## config.mk

```make
export PLATFORM = sky130hd
export DESIGN_NAME = spi_ram_master
export DESIGN_NICKNAME = d
export VERILOG_FILES = /design/src/rtl/spi_ram_master.sv
export SDC_FILE = /design/constraint.sdc
export NUM_CORES = 1
export LEC_CHECK = 0
export BUFFER_PORTS_ARGS = -buffer_cell sky130_fd_sc_hd__buf_4
export CAP_MARGIN = 10
export CORE_MARGIN = 5
export CORE_UTILIZATION = 54
export DETAILED_ROUTE_END_ITERATION = 8
export GPL_ROUTABILITY_DRIVEN = 0
export MAX_ROUTING_LAYER = met4
export PLACE_DENSITY = 0.77
export SLEW_MARGIN = 10
export SYNTH_ARGS = -nofsm -noshare
export SYNTH_HDL_FRONTEND = slang
export SYNTH_SLANG_ARGS = --single-unit
```

## constraint.sdc

```tcl
create_clock -name clk -period 4.1 [get_ports clk]
set_input_delay 0.41 -clock clk [delete_from_list [all_inputs] [get_ports clk]]
set_output_delay 0.41 -clock clk [all_outputs]
set_load 0.05 [all_outputs]
```

## src/rtl/spi_ram_master.sv

```systemverilog
// -----------------------------------------------------------------------------
// spi_ram_master
//
// Cycle-based SPI master for the SPI slave + single-port RAM wrapper. It runs
// on the shared system clock, so every SPI "bit time" is one clk cycle.
//
// A host command is {op[1:0], data[7:0]}. The master turns it into a 10-bit
// frame and shifts it out MSB first. Opcodes:
//   00 write address, 01 write data, 10 read address, 11 read data.
// For a read-data frame (op 11), the master waits RD_LATENCY cycles after the
// last MOSI bit. It then samples 8 MISO bits, MSB first, and returns that byte
// to the host.
//
// Frame timeline (SS_n low for the whole frame):
//   SEL (START_GAP) -> SHIFT_TX (10) -> [WAIT_RD (RD_LATENCY) -> SHIFT_RX (8)]
//   -> END (END_GAP, SS_n high) -> IDLE
//
// Optional feature (macro SPI_RAM_MASTER_STATS_EN):
//   Adds output frame_cnt[15:0]. It counts completed frames (entries into
//   END) and wraps at 16'hFFFF.
//
// Ports:
//   clk        system clock, rising edge
//   rst        synchronous active-high reset
//   cmd_valid  host command valid
//   cmd_ready  high only in IDLE; a command transfers on cmd_valid && cmd_ready
//   cmd_op     2-bit opcode
//   cmd_data   8-bit address/data payload
//   rsp_valid  one-cycle pulse when a read-data byte is captured
//   rsp_data   last captured byte, held until the next capture
//   busy       high whenever not in IDLE
//   SS_n       slave select, active low (registered)
//   MOSI       serial data to the slave (registered)
//   MISO       serial data from the slave
//   frame_cnt  (stats build only) completed-frame counter
// -----------------------------------------------------------------------------
module spi_ram_master #(
  parameter int unsigned START_GAP  = 1,
  parameter int unsigned RD_LATENCY = 2,
  parameter int unsigned END_GAP    = 1
) (
  input  logic       clk,
  input  logic       rst,
  input  logic       cmd_valid,
  output logic       cmd_ready,
  input  logic [1:0] cmd_op,
  input  logic [7:0] cmd_data,
  output logic       rsp_valid,
  output logic [7:0] rsp_data,
  output logic       busy,
  output logic       SS_n,
  output logic       MOSI,
  input  logic       MISO
`ifdef SPI_RAM_MASTER_STATS_EN
  ,
  output logic [15:0] frame_cnt
`endif
);

  typedef enum logic [2:0] {
    ST_IDLE     = 3'd0,
    ST_SEL      = 3'd1,
    ST_SHIFT_TX = 3'd2,
    ST_WAIT_RD  = 3'd3,
    ST_SHIFT_RX = 3'd4,
    ST_END      = 3'd5
  } state_t;

  // Last-cycle values for each phase. The phase counters are 4 bits wide,
  // and each phase ends on an exact compare.
  localparam logic [3:0] START_LAST = 4'(START_GAP - 1);
  localparam logic [3:0] TX_LAST    = 4'd9;
  localparam logic [3:0] RD_LAST    = 4'(RD_LATENCY - 1);
  localparam logic [3:0] RX_LAST    = 4'd7;
  localparam logic [3:0] END_LAST   = 4'(END_GAP - 1);

  state_t      state_r;
  logic [3:0]  cnt_r;
  logic [9:0]  frame_r;      // shifts left; bit 9 is always the next MOSI bit
  logic        rd_op_r;      // frame in flight is a read-data frame
  logic [6:0]  rx_sr_r;      // first 7 received bits; the 8th goes straight out
  logic        ss_n_r;
  logic        mosi_r;
  logic        cmd_ready_r;
  logic        busy_r;
  logic        rsp_valid_r;
  logic [7:0]  rsp_data_r;

  assign cmd_ready = cmd_ready_r;
  assign busy      = busy_r;
  assign rsp_valid = rsp_valid_r;
  assign rsp_data  = rsp_data_r;
  assign SS_n      = ss_n_r;
  assign MOSI      = mosi_r;

  // Frame sequencer: state, phase counter, shift registers and registered pins.
  always_ff @(posedge clk) begin
    if (rst) begin
      state_r     <= ST_IDLE;
      cnt_r       <= 4'd0;
      frame_r     <= 10'd0;
      rd_op_r     <= 1'b0;
      rx_sr_r     <= 7'd0;
      ss_n_r      <= 1'b1;
      mosi_r      <= 1'b0;
      cmd_ready_r <= 1'b1;
      busy_r      <= 1'b0;
      rsp_valid_r <= 1'b0;
      rsp_data_r  <= 8'h00;
    end else begin
      rsp_valid_r <= 1'b0;
      case (state_r)
        ST_IDLE: begin
          if (cmd_valid && cmd_ready_r) begin
            frame_r     <= {cmd_op, cmd_data};
            rd_op_r     <= (cmd_op == 2'b11);
            cnt_r       <= 4'd0;
            ss_n_r      <= 1'b0;
            mosi_r      <= 1'b0;
            cmd_ready_r <= 1'b0;
            busy_r      <= 1'b1;
            state_r     <= ST_SEL;
          end
        end
        ST_SEL: begin
          if (cnt_r == START_LAST) begin
            cnt_r   <= 4'd0;
            mosi_r  <= frame_r[9];
            frame_r <= {frame_r[8:0], 1'b0};
            state_r <= ST_SHIFT_TX;
          end else begin
            cnt_r <= cnt_r + 4'd1;
          end
        end
        ST_SHIFT_TX: begin
          if (cnt_r == TX_LAST) begin
            cnt_r  <= 4'd0;
            mosi_r <= 1'b0;
            if (rd_op_r) begin
              state_r <= ST_WAIT_RD;
            end else begin
              ss_n_r  <= 1'b1;
              state_r <= ST_END;
            end
          end else begin
            cnt_r   <= cnt_r + 4'd1;
            mosi_r  <= frame_r[9];
            frame_r <= {frame_r[8:0], 1'b0};
          end
        end
        ST_WAIT_RD: begin
          if (cnt_r == RD_LAST) begin
            cnt_r   <= 4'd0;
            state_r <= ST_SHIFT_RX;
          end else begin
            cnt_r <= cnt_r + 4'd1;
          end
        end
        ST_SHIFT_RX: begin
          rx_sr_r <= {rx_sr_r[5:0], MISO};
          if (cnt_r == RX_LAST) begin
            // The 8th sample completes the byte in the same edge that
            // releases SS_n, so rsp_valid lines up with the first END cycle.
            rsp_data_r  <= {rx_sr_r, MISO};
            rsp_valid_r <= 1'b1;
            cnt_r       <= 4'd0;
            ss_n_r      <= 1'b1;
            state_r     <= ST_END;
          end else begin
            cnt_r <= cnt_r + 4'd1;
          end
        end
        ST_END: begin
          if (cnt_r == END_LAST) begin
            cnt_r       <= 4'd0;
            cmd_ready_r <= 1'b1;
            busy_r      <= 1'b0;
            state_r     <= ST_IDLE;
          end else begin
            cnt_r <= cnt_r + 4'd1;
          end
        end
        default: begin
          // An unreachable encoding drops the bus and returns to IDLE.
          cnt_r       <= 4'd0;
          ss_n_r      <= 1'b1;
          mosi_r      <= 1'b0;
          cmd_ready_r <= 1'b1;
          busy_r      <= 1'b0;
          state_r     <= ST_IDLE;
        end
      endcase
    end
  end

`ifdef SPI_RAM_MASTER_STATS_EN
  logic        end_entry_s;
  logic [15:0] frame_cnt_r;

  assign frame_cnt = frame_cnt_r;

  // Detect the edge that moves the sequencer into END (frame completed).
  always_comb begin
    end_entry_s = 1'b0;
    if (state_r == ST_SHIFT_TX) begin
      end_entry_s = (cnt_r == TX_LAST) && !rd_op_r;
    end else if (state_r == ST_SHIFT_RX) begin
      end_entry_s = (cnt_r == RX_LAST);
    end else begin
      end_entry_s = 1'b0;
    end
  end

  // Completed-frame counter. It wraps naturally, and reset takes priority,
  // so an aborted frame is never counted.
  always_ff @(posedge clk) begin
    if (rst) begin
      frame_cnt_r <= 16'd0;
    end else if (end_entry_s) begin
      frame_cnt_r <= frame_cnt_r + 16'd1;
    end
  end
`endif

endmodule

```

Yosys cells after proc, flatten, opt, wreduce, memory -nomap -nowiden
Index checks and enable logic that the tools add are counted.
- input port bits: 14
- logic and storage cells: 81
- bits in registers: 38
- output and inout port bits: 13
- multiplexer cells: 32
- equal/unequal tests: 17
- reduce and logical (&&, ||, !) cells: 16
- bitwise logic cells: 4
- $add $sub $neg: 1
- operators with widths (cell ; count):
    2-to-1 mux 10 bit ; 3
    case mux 10 bit (3 select lines) ; 1
    2-to-1 mux 3 bit ; 7
    2-to-1 mux 4 bit ; 5
    case mux 4 bit (5 select lines) ; 1
    case mux 3 bit (6 select lines) ; 1
    != test 2 bit, second input constant ; 8
    2-to-1 mux 1 bit ; 10
    case mux 1 bit (4 select lines) ; 2
    equality test 3 x 2 -> 1 bit, second input constant ; 2
    equality test 3 bit, second input constant ; 2
    case mux 1 bit (3 select lines) ; 2
    AND reduction 3 bit ; 2
    AND reduction 6 bit ; 1
    OR reduction 3 bit ; 2
    AND reduction 5 bit ; 1
    adder 4 x 1 -> 4 bit, second input constant ; 1
    equality test 4 x 1 -> 1 bit, second input constant ; 1
    equality test 4 x 3 -> 1 bit, second input constant ; 1
    equality test 4 bit, second input constant ; 1
    zero test 4 bit ; 1
    inverter 1 bit ; 4
    AND reduction 2 bit ; 2
    AND reduction 4 bit ; 1
    other kinds (7) ; 8

Depth between registers and ports, before layout
Gate-level depths: netlist of run 1.
- depth after elaboration: 4
- gate-level depth with buffers: 7
- mapped depth without buffers: 6

Worst setup path after synthesis of run 1
No wires, ideal clock.
- path type: flip-flop to flip-flop
- from: register cmd_ready_r, in the netlist cmd_ready
- to: register cnt_r[2]
- data required time: 4.030 ns
- stages on the path, launching flop included: 5
- path slack: 2.275 ns
- arrival: 1.755 ns
- cell sequence: dfxtp_1 -> a2111oi_2 -> or3b_2 -> a211o_1 -> a21oi_1
- longest elaborated chain between the ends: 2
- RTL lines (what ; line ; RTL):
    start: declaration ; 84 ; logic cmd_ready_r;
    start signal: assignment ; 106 ; cmd_ready_r <= 1'b1;
    start signal: assignment ; 120 ; cmd_ready_r <= 1'b0;
    start signal: assignment ; 176 ; cmd_ready_r <= 1'b1;
    logical AND 1 bit ; 114 ; if (cmd_valid && cmd_ready_r) begin
    != test 2 bit (no line) ; - ;
    end signal: assignment ; 132 ; cnt_r <= cnt_r + 4'd1;
    end signal: assignment ; 146 ; cnt_r <= cnt_r + 4'd1;
    end signal: assignment ; 156 ; cnt_r <= cnt_r + 4'd1;
    end: declaration ; 78 ; logic [3:0] cnt_r;
No other way between the ends.
A chain may end at the register's enable or synchronous reset.

Worst setup path after layout of run 1
- from: register state_r[1]
- to: register frame_r[8]
- longest elaborated chain between the ends: 3
- RTL lines (what ; line ; RTL):
    start: declaration ; 77 ; state_t state_r;
    start signal: assignment ; 99 ; state_r <= ST_IDLE;
    start signal: assignment ; 122 ; state_r <= ST_SEL;
    start signal: assignment ; 130 ; state_r <= ST_SHIFT_TX;
    equality test 3 x 2 -> 1 bit, or another cell as far along ; 112 ; case (state_r)
    != test 2 bit (no line) or nonzero test 3 bit (tied branches) ; - ;
    AND reduction 4 bit (no line) ; - ;
    end signal: assignment ; 115 ; frame_r <= {cmd_op, cmd_data};
    end signal: assignment ; 129 ; frame_r <= {frame_r[8:0], 1'b0};
    end signal: assignment ; 148 ; frame_r <= {frame_r[8:0], 1'b0};
    end: declaration ; 79 ; logic [9:0] frame_r;
Several ways; a longest one is shown, not always the timed one.

==> results of run 1 <==
-- worst max-delay path by stage --
stage                             to  slack (ns)  cells past startpoint
after floorplan             cnt_r[2]        2.27                      4
after global placement    frame_r[5]        1.94                      4
after detailed placement  frame_r[8]        1.67                      4
after CTS                 frame_r[8]        1.64                      4
after global routing      frame_r[1]        1.62                      4
final                     frame_r[8]        1.83                      4
-- logic make-up after synthesis --
family,synth area share [%]
DFF,41.3
muxes,9.85
AOI/OAI and AO/OA,22.6
and+or+nand+nor,18.1
adders and majority gates,2.04
buffers and inverters,5.64
xor gates and xnor gates,0.476
-- sequential cells by signal, summed over array words and instances (netlist names) --
register   count
SS_n           1
MOSI           1
cmd_ready      1
rsp_valid      1
state_r        3
rx_sr_r        7
busy           1
cnt_r          4
frame_r       10
rsp_data       8
rd_op_r        1
-- layout make-up --
| class | count | area [µm²] | area share, % |
|---|---|---|---|
| repair buffers | 26 | 195 | 9.47 |
| clock buffers | 6 | 41.3 | 2.00 |
| inverters | 4 | 15.0 | 0.729 |
| multi-input cells | 146 | 983 | 47.7 |
| flip-flops and latches | 38 | 761 | 36.9 |
| well taps | 46 | 57.6 | 2.79 |
| clock inverters | 1 | 7.51 | 0.364 |
-- synth_stat cells (3+ instances only) --
cell type	n	area [µm²]
a21oi_1	27	135
a311oi_1	9	78.8
buf_2	8	40.0
clkbuf_1	6	22.5
dfxtp_1	38	761
ha_1	3	37.5
inv_1	4	15.0
mux2i_1	17	170
nand2_1	21	78.8
nor2_1	16	60.1
nor2b_1	5	31.3
nor3_1	4	20.0
o21ai_0	3	15.0
-- per-stage QoR --
step	util, %	std cells	setup slack [ns]	power [µW]
after floorplan	-	206	2.27	1030
after global placement	60.6	260	1.94	1100
after detailed placement	60.6	260	1.67	1130
after CTS	62.1	267	1.64	1320
after global routing	62.2	267	1.62	1410
final	62.2	267	1.83	1320
-- critical path, delay by kind of cell (launching register included) --
kind	cells	cell delay, ns
and+or+nand+nor	1	0.22
DFF	1	0.79
AOI/OAI and AO/OA	3	1.19
-- metal layers --
metal / GRT usage [%] / share of wire, % / routed length [µm]
met1: 20.6 / 44 / 1670
met2: 30.0 / 50 / 1890
met3: 5.58 / 4.2 / 159
met4: 10.2 / 1.8 / 67
met5: - / 0 / 0
-- power by group --
part / switching [µW] / internal (µW) / leakage [µW]
Sequential: 100 / 452 / 0.000310
Combinational: 330 / 251 / 0.000429
Clock: 120 / 64.0 / 0.0000243
==> flow_metrics.env, run 1 <==
export IMPL_fillers=293
export IMPL_total_leakage_power_uw=0.000763
export IMPL_path_cells="nor2b_1 -> a21oi_2 -> a21oi_1 -> a311oi_1"
export IMPL_rrSetupSlack_ns=1.83
export IMPL_htreeDepth=2
export IMPL_tightestPinTransition_ns=0.816
export IMPL_drc_errors=0
export IMPL_netlist_instances=206
export IMPL_ys_flop_type="dfxtp_1"
export IMPL_worstSetupStartpoint="state_r[1]"
export IMPL_antenna_found_initial=0
export IMPL_diodes=0
export IMPL_cts_hold_fix_buffers=0
export IMPL_root_buffer="clkbuf_4"
export IMPL_power_density_nw_per_um2=639
export IMPL_final_common_cell="dfxtp_1"
export IMPL_rows=21
export IMPL_ir_drop_mv=0.288
export IMPL_crit_type="reg -> reg"
export IMPL_synth_edf_count=0
export IMPL_tns_ns=0
export IMPL_synth_area_um2=1840
export IMPL_relSlewSlack_pct=45.6
export IMPL_hold_class="in -> reg"
export IMPL_core_area_um2=3310
export IMPL_cp_data_arrival_time_ns=2.54
export IMPL_postPlaceCellArea_um2=2010
export IMPL_wl_per_cell_um=14.2
export IMPL_cts_tree="done"
export IMPL_slowest_delay_ns=0.79
export IMPL_ys_ff_latch=38
export IMPL_hpwl_um=2640
export IMPL_die_w_um=68.4
export IMPL_clock_sinks=38
export IMPL_ctsResizeCount=0
export IMPL_syn_to_final_growth_pct=11.9
export IMPL_cp_end_kind="flip-flop"
export IMPL_async_flop_share_pct=0
export IMPL_cpMaxStageDelayCell="dfxtp_1"
export IMPL_worstReg2RegEnd="frame_r[8]"
export IMPL_dr_pass1_iters=6
export IMPL_postCtsSetupBuffers=0
export IMPL_drt_vias_per_instance=5.69
export IMPL_numCtsBuffers=5
export IMPL_final_cell_mix="dfxtp_1, a21oi_1, buf_4"
export IMPL_max_cap_viol_count=0
export IMPL_max_freq_ghz=0.440
export IMPL_totalWireLength_um=3780
export IMPL_synthesis_nets=223
export IMPL_period_needed_ns=2.27
export IMPL_portBuffers=26
export IMPL_yosysSeqAreaShare_pct=41.3
export IMPL_drive_gt1_share_pct=19.5
export IMPL_status="complete, no violations"
export IMPL_hold_depth=3
export IMPL_detail_route_antenna_nets=0
export IMPL_fin_worst_skew_ns=0.0116
export IMPL_die_height_um=68.4
export IMPL_cts_buffer_depth=2
export IMPL_design_area_um2=2060
export IMPL_period_share_pct=55.5
export IMPL_pin_count=27
export IMPL_grt_ovfl_total=0
export IMPL_cp_required_ns=4.36
export IMPL_critPathLaunchType="flip-flop"
export IMPL_clk_pin_slew_ns=0.11
export IMPL_holdCritStartpoint="MISO"
export IMPL_vias=1520
export IMPL_insertion_delay_ns=0.35
export IMPL_ys_warn_count=0
export IMPL_start_util_pct=55.6
export IMPL_die_area_um2=4680
export IMPL_drtIter0Drc=55
export IMPL_grt_max_degree=38
export IMPL_hold_path_end="rsp_data[0]"
export IMPL_setup_viol_count_final=0
export IMPL_finalHoldViolations=0
export IMPL_rsz0062_at_grt="false"
export IMPL_ys_types=50
export IMPL_final_nets=238
export IMPL_ff2ff_path_depth=4
export IMPL_grt_pass1_vias=1468
export IMPL_track_usage_pct=18.7
export IMPL_r2r_start="state_r[1]"
export IMPL_holdWs_ns=0.307
export IMPL_worstPathMaxFanout=21
export IMPL_grt_pass1_wl_um=6340
export IMPL_maxSlewViolCount=0
export IMPL_avgSynthCellArea_um2=8.94
Note: power is estimated with default switching activity, not from simulation.
==> run 2, diff against run 1 <==
==> constraint.sdc (replaced) <==
create_clock -name clk -period 2.3 [get_ports clk]
set_input_delay 0.23 -clock clk [delete_from_list [all_inputs] [get_ports clk]]
set_output_delay 0.23 -clock clk [all_outputs]
set_load 0.05 [all_outputs]
==> flow_metrics.env, run 2 (synthesis results as in run 1) <==
export IMPL_crit_type="reg -> reg"
export IMPL_htreeDepth=2
export IMPL_tns_ns=0
export IMPL_max_cap_viol_count=0
export IMPL_numCtsBuffers=5
export IMPL_cp_required_ns=2.52
export IMPL_regMostFlops="frame_r"
export IMPL_pre_cts_ws_ns=0.353
export IMPL_drtIter0Drc=48
export IMPL_syn_to_final_growth_pct=14.0
export IMPL_max_freq_ghz=0.506
export IMPL_drc_errors=0
export IMPL_status="complete, no violations"
export IMPL_rows=21
export IMPL_diodes=0
export IMPL_die_area_um2=4680
export IMPL_insertion_delay_ns=0.34
export IMPL_drt_vias_per_instance=5.83
export IMPL_clock_sinks=38
export IMPL_wl_per_cell_um=13.8
export IMPL_detail_route_antenna_nets=0
export IMPL_ctsResizeCount=0
export IMPL_stdcell_count=272
export IMPL_worstPathMaxFanout=19
export IMPL_pin_count=27
export IMPL_finalHoldViolations=0
export IMPL_totalWireLength_um=3770
export IMPL_total_leakage_power_uw=0.000791
export IMPL_die_w_um=68.4
export IMPL_final_common_cell="dfxtp_1"
export IMPL_maxSlewViolCount=0
export IMPL_rsz0062_at_grt="false"
export IMPL_setup_viol_count_final=0
export IMPL_start_util_pct=55.6
export IMPL_period_needed_ns=1.98
export IMPL_cp_data_arrival_time_ns=2.20
export IMPL_clk_pin_slew_ns=0.12
export IMPL_place_inst=264
export IMPL_hpwl_um=2730
export IMPL_ir_drop_mv=0.554
export IMPL_fillers=295
export IMPL_fin_worst_skew_ns=0.0107
export IMPL_cts_buffer_depth=2
export IMPL_postCtsSetupBuffers=0
export IMPL_grt_pass1_vias=1527
export IMPL_portBuffers=26
export IMPL_drive_gt1_share_pct=21.2
export IMPL_die_height_um=68.4
export IMPL_setup_slack_ns=0.324
export IMPL_grt_ovfl_total=0
export IMPL_tightestPinTransition_ns=0.658
export IMPL_hold_class="in -> reg"
export IMPL_grt_max_degree=38
export IMPL_power_density_nw_per_um2=1150
export IMPL_grt_pass1_wl_um=6540
export IMPL_core_area_um2=3310
export IMPL_antenna_found_initial=0
export IMPL_final_cell_mix="dfxtp_1, buf_4, a21oi_1"
export IMPL_root_buffer="clkbuf_4"
export IMPL_vias=1585
export IMPL_relSlewSlack_pct=56.1
export IMPL_largest_register_ffs=10
export IMPL_period_share_pct=85.9
export IMPL_cts_tree="done"
export IMPL_final_nets=242
export IMPL_cp_end_kind="flip-flop"
export IMPL_track_usage_pct=18.9
export IMPL_utilization_pct=63.4
export IMPL_critPathLaunchType="flip-flop"
export IMPL_dr_pass1_iters=8
export IMPL_cts_hold_fix_buffers=0
[run 2: routing by layer]
layer | share of wire, % | vias up | track usage, %
met5 | 0 | - | -
met4 | 1.4 | 0 | 7.94
met3 | 5.1 | 7 | 5.75
met2 | 51 | 49 | 31.7
met1 | 43 | 745 | 20.6
li1 | - | 784 | -
[run 2: final cells by class]
cell class                 count  area [µm²]  share of cell area, %
tap                           46        57.6                   2.74
clock buffer                   6        51.3                   2.44
timing repair buffer          30         225                   10.7
sequential                    38         761                   36.2
multi-input combinational    146         977                   46.5
clock inverter                 2        12.5                  0.596
inverter                       4        15.0                  0.715
[run 2: through the flow]
step           power (µW)  hold slack (ns)  cell area [µm²]
3_3_place_gp         2010            0.459             2040
3_5_place_dp         2070            0.456             2040
5_1_grt              2600            0.139             2100
2_1_floorplan        1840            0.366             1840
4_1_cts              2430            0.127             2100
6_report             2420            0.138             2100
[run 2: critical path, cell delays in order (launching register included)]
cell and delay [ns]:
dfxtp_1 0.72, or3b_1 0.59, nor2_8 0.27, mux2i_1 0.21
nor2_1 0.05
[run 2: where the power goes]
group	switching, µW	internal, µW	leakage (µW)
sequential	167	805	0.000310
clock	220	147	0.0000343
combinational	600	483	0.000447
[run 2: path summary, 6_finish.rpt]
kind                                  from     endpoint  slack [ns]  depth (start not counted)
worst min-delay path                  MISO  rsp_data[0]        0.14                          3
worst max-delay path            state_r[2]  rsp_data[2]        0.32                          4
worst max register to register  state_r[2]  rsp_data[2]        0.32                          4
worst min register to register  rx_sr_r[2]   rx_sr_r[3]        0.47                          2
==> run 3, diff against run 2 <==
--- a/config.mk
+++ b/config.mk
@@ -8,11 +8,11 @@
 export BUFFER_PORTS_ARGS = -buffer_cell sky130_fd_sc_hd__buf_4
 export CAP_MARGIN = 10
 export CORE_MARGIN = 5
-export CORE_UTILIZATION = 54
+export CORE_UTILIZATION = 45
 export DETAILED_ROUTE_END_ITERATION = 8
 export GPL_ROUTABILITY_DRIVEN = 0
 export MAX_ROUTING_LAYER = met4
-export PLACE_DENSITY = 0.77
+export PLACE_DENSITY = 0.66
 export SLEW_MARGIN = 10
 export SYNTH_ARGS = -nofsm -noshare
 export SYNTH_HDL_FRONTEND = slang
==> flow_metrics.env, run 3 (synthesis results as in run 1) <==
export IMPL_tns_ns=0
export IMPL_max_freq_ghz=0.493
export IMPL_vias=1548
export IMPL_power_switching_uw=989
export IMPL_hold_class="in -> reg"
export IMPL_rrSetupSlack_ns=0.27
export IMPL_cts_hold_fix_buffers=0
export IMPL_tightestPinTransition_ns=0.553
export IMPL_cts_buffer_depth=2
export IMPL_power_uw=2540
export IMPL_fin_worst_skew_ns=0.00491
export IMPL_ctsResizeCount=0
export IMPL_switching_share_pct=38.9
export IMPL_cp_data_arrival_time_ns=2.22
export IMPL_critPathLaunchType="flip-flop"
export IMPL_cts_tree="done"
export IMPL_diodes=0
export IMPL_final_cell_mix="dfxtp_1, buf_4, a21oi_1"
export IMPL_portBuffers=26
export IMPL_cp_required_ns=2.50
export IMPL_drt_vias_per_instance=5.55
export IMPL_numCtsBuffers=5
export IMPL_utilization_pct=54.4
export IMPL_pwr_share_seq_pct=36.9
export IMPL_largest_register_ffs=10
export IMPL_grt_pass1_wl_um=6680
export IMPL_die_height_um=74.0
export IMPL_cp_end_kind="flip-flop"
export IMPL_insertion_delay_ns=0.29
export IMPL_pwr_share_comb_pct=45.4
export IMPL_setup_viol_count_final=0
export IMPL_drive_gt1_share_pct=22.3
export IMPL_core_area_um2=3970
export IMPL_dr_pass1_iters=4
export IMPL_p_int_uw=1550
export IMPL_final_nets=247
export IMPL_max_cap_viol_count=0
export IMPL_ir_drop_mv=0.465
export IMPL_grt_pass1_vias=1450
export IMPL_worstPathMaxFanout=9
export IMPL_finalHoldViolations=0
export IMPL_design_area_um2=2160
export IMPL_root_buffer="clkbuf_8"
export IMPL_ff2ff_path_depth=7
export IMPL_postCtsSetupBuffers=0
export IMPL_postPlaceCellArea_um2=2080
export IMPL_status="complete, no violations"
export IMPL_period_share_pct=88.1
export IMPL_relSlewSlack_pct=62.9
export IMPL_power_frac_clock_pct=17.7
export IMPL_detail_route_antenna_nets=0
export IMPL_grt_ovfl_total=0
export IMPL_period_needed_ns=2.03
export IMPL_syn_to_final_growth_pct=17.3
export IMPL_crit_type="reg -> reg"
export IMPL_holdWs_ns=0.190
export IMPL_hpwl_um=2680
export IMPL_fillers=380
export IMPL_clk_pin_slew_ns=0.07
export IMPL_antenna_found_initial=0
export IMPL_final_common_cell="dfxtp_1"
export IMPL_die_w_um=74.0
export IMPL_rsz0062_at_grt="false"
export IMPL_total_leakage_power_uw=0.000823
export IMPL_drc_errors=0
export IMPL_pin_count=27
export IMPL_drtIter0Drc=55
export IMPL_grt_max_degree=38
export IMPL_regMostFlops="frame_r"
export IMPL_totalWireLength_um=3880
export IMPL_die_area_um2=5470
export IMPL_htreeDepth=2
export IMPL_maxSlewViolCount=0
export IMPL_start_util_pct=46.4
export IMPL_rows=23
export IMPL_hold_depth=3
export IMPL_wl_per_cell_um=13.9
export IMPL_power_density_nw_per_um2=1180
export IMPL_track_usage_pct=16.2
export IMPL_clock_sinks=38
-- run 3: cell types whose count changed in the layout (fill, tap and decap cells not counted), sizes merged --
| cell | change |
|---|---|
| clkinvlp | -1 |
| clkinv | -1 |
| buf | +5 |
-- run 3: cell type report --
class                      instances  area (µm²)  share of cell area (%)
clock buffer                       6        82.6                    3.82
inverter                           4        15.0                   0.695
multi-input combinational        146         977                    45.2
sequential                        38         761                    35.2
tap                               50        62.6                    2.90
timing repair buffer              35         263                    12.2
-- run 3: per-stage QoR --
| stage | std cells | setup WS (ns) |
|---|---|---|
| 3_5_place_dp | 273 | 0.346 |
| 5_1_grt | 279 | 0.117 |
| 4_1_cts | 279 | 0.294 |
| 2_1_floorplan | 206 | 0.475 |
| 3_3_place_gp | 273 | 0.403 |
| 6_report | 279 | 0.273 |
-- run 3: final timing paths --
check | from | endpoint
max | cnt_r[0] | frame_r[6]
min | MISO | rsp_data[0]
max reg2reg | cnt_r[0] | frame_r[6]
min reg2reg | rx_sr_r[6] | rx_sr_r[6]
-- run 3: routing by layer --
metal,global-route usage (%),up-vias,part of all wire [%]
met5,-,-,0
li1,-,788,-
met1,21.0,720,46
met3,4.46,5,5.2
met2,24.0,35,47
met4,6.04,0,1.7
-- run 3: power by group through the flow --
stage | logic (µW) | clock network, µW | registers [µW]
3_3_place_gp | 1140 | 0 | 949
5_1_grt | 1300 | 488 | 962
2_1_floorplan | 870 | 0 | 973
6_report | 1150 | 451 | 939
3_5_place_dp | 1150 | 0 | 950
4_1_cts | 1160 | 467 | 939
-- run 3: worst max-delay path: stages (launching register included) --
cell and delay (ns):
dfxtp_1 0.35, inv_1 0.10, ha_1 0.20, or3b_4 0.41
a21oi_2 0.34, buf_4 0.23, a21oi_1 0.07, a311oi_1 0.24
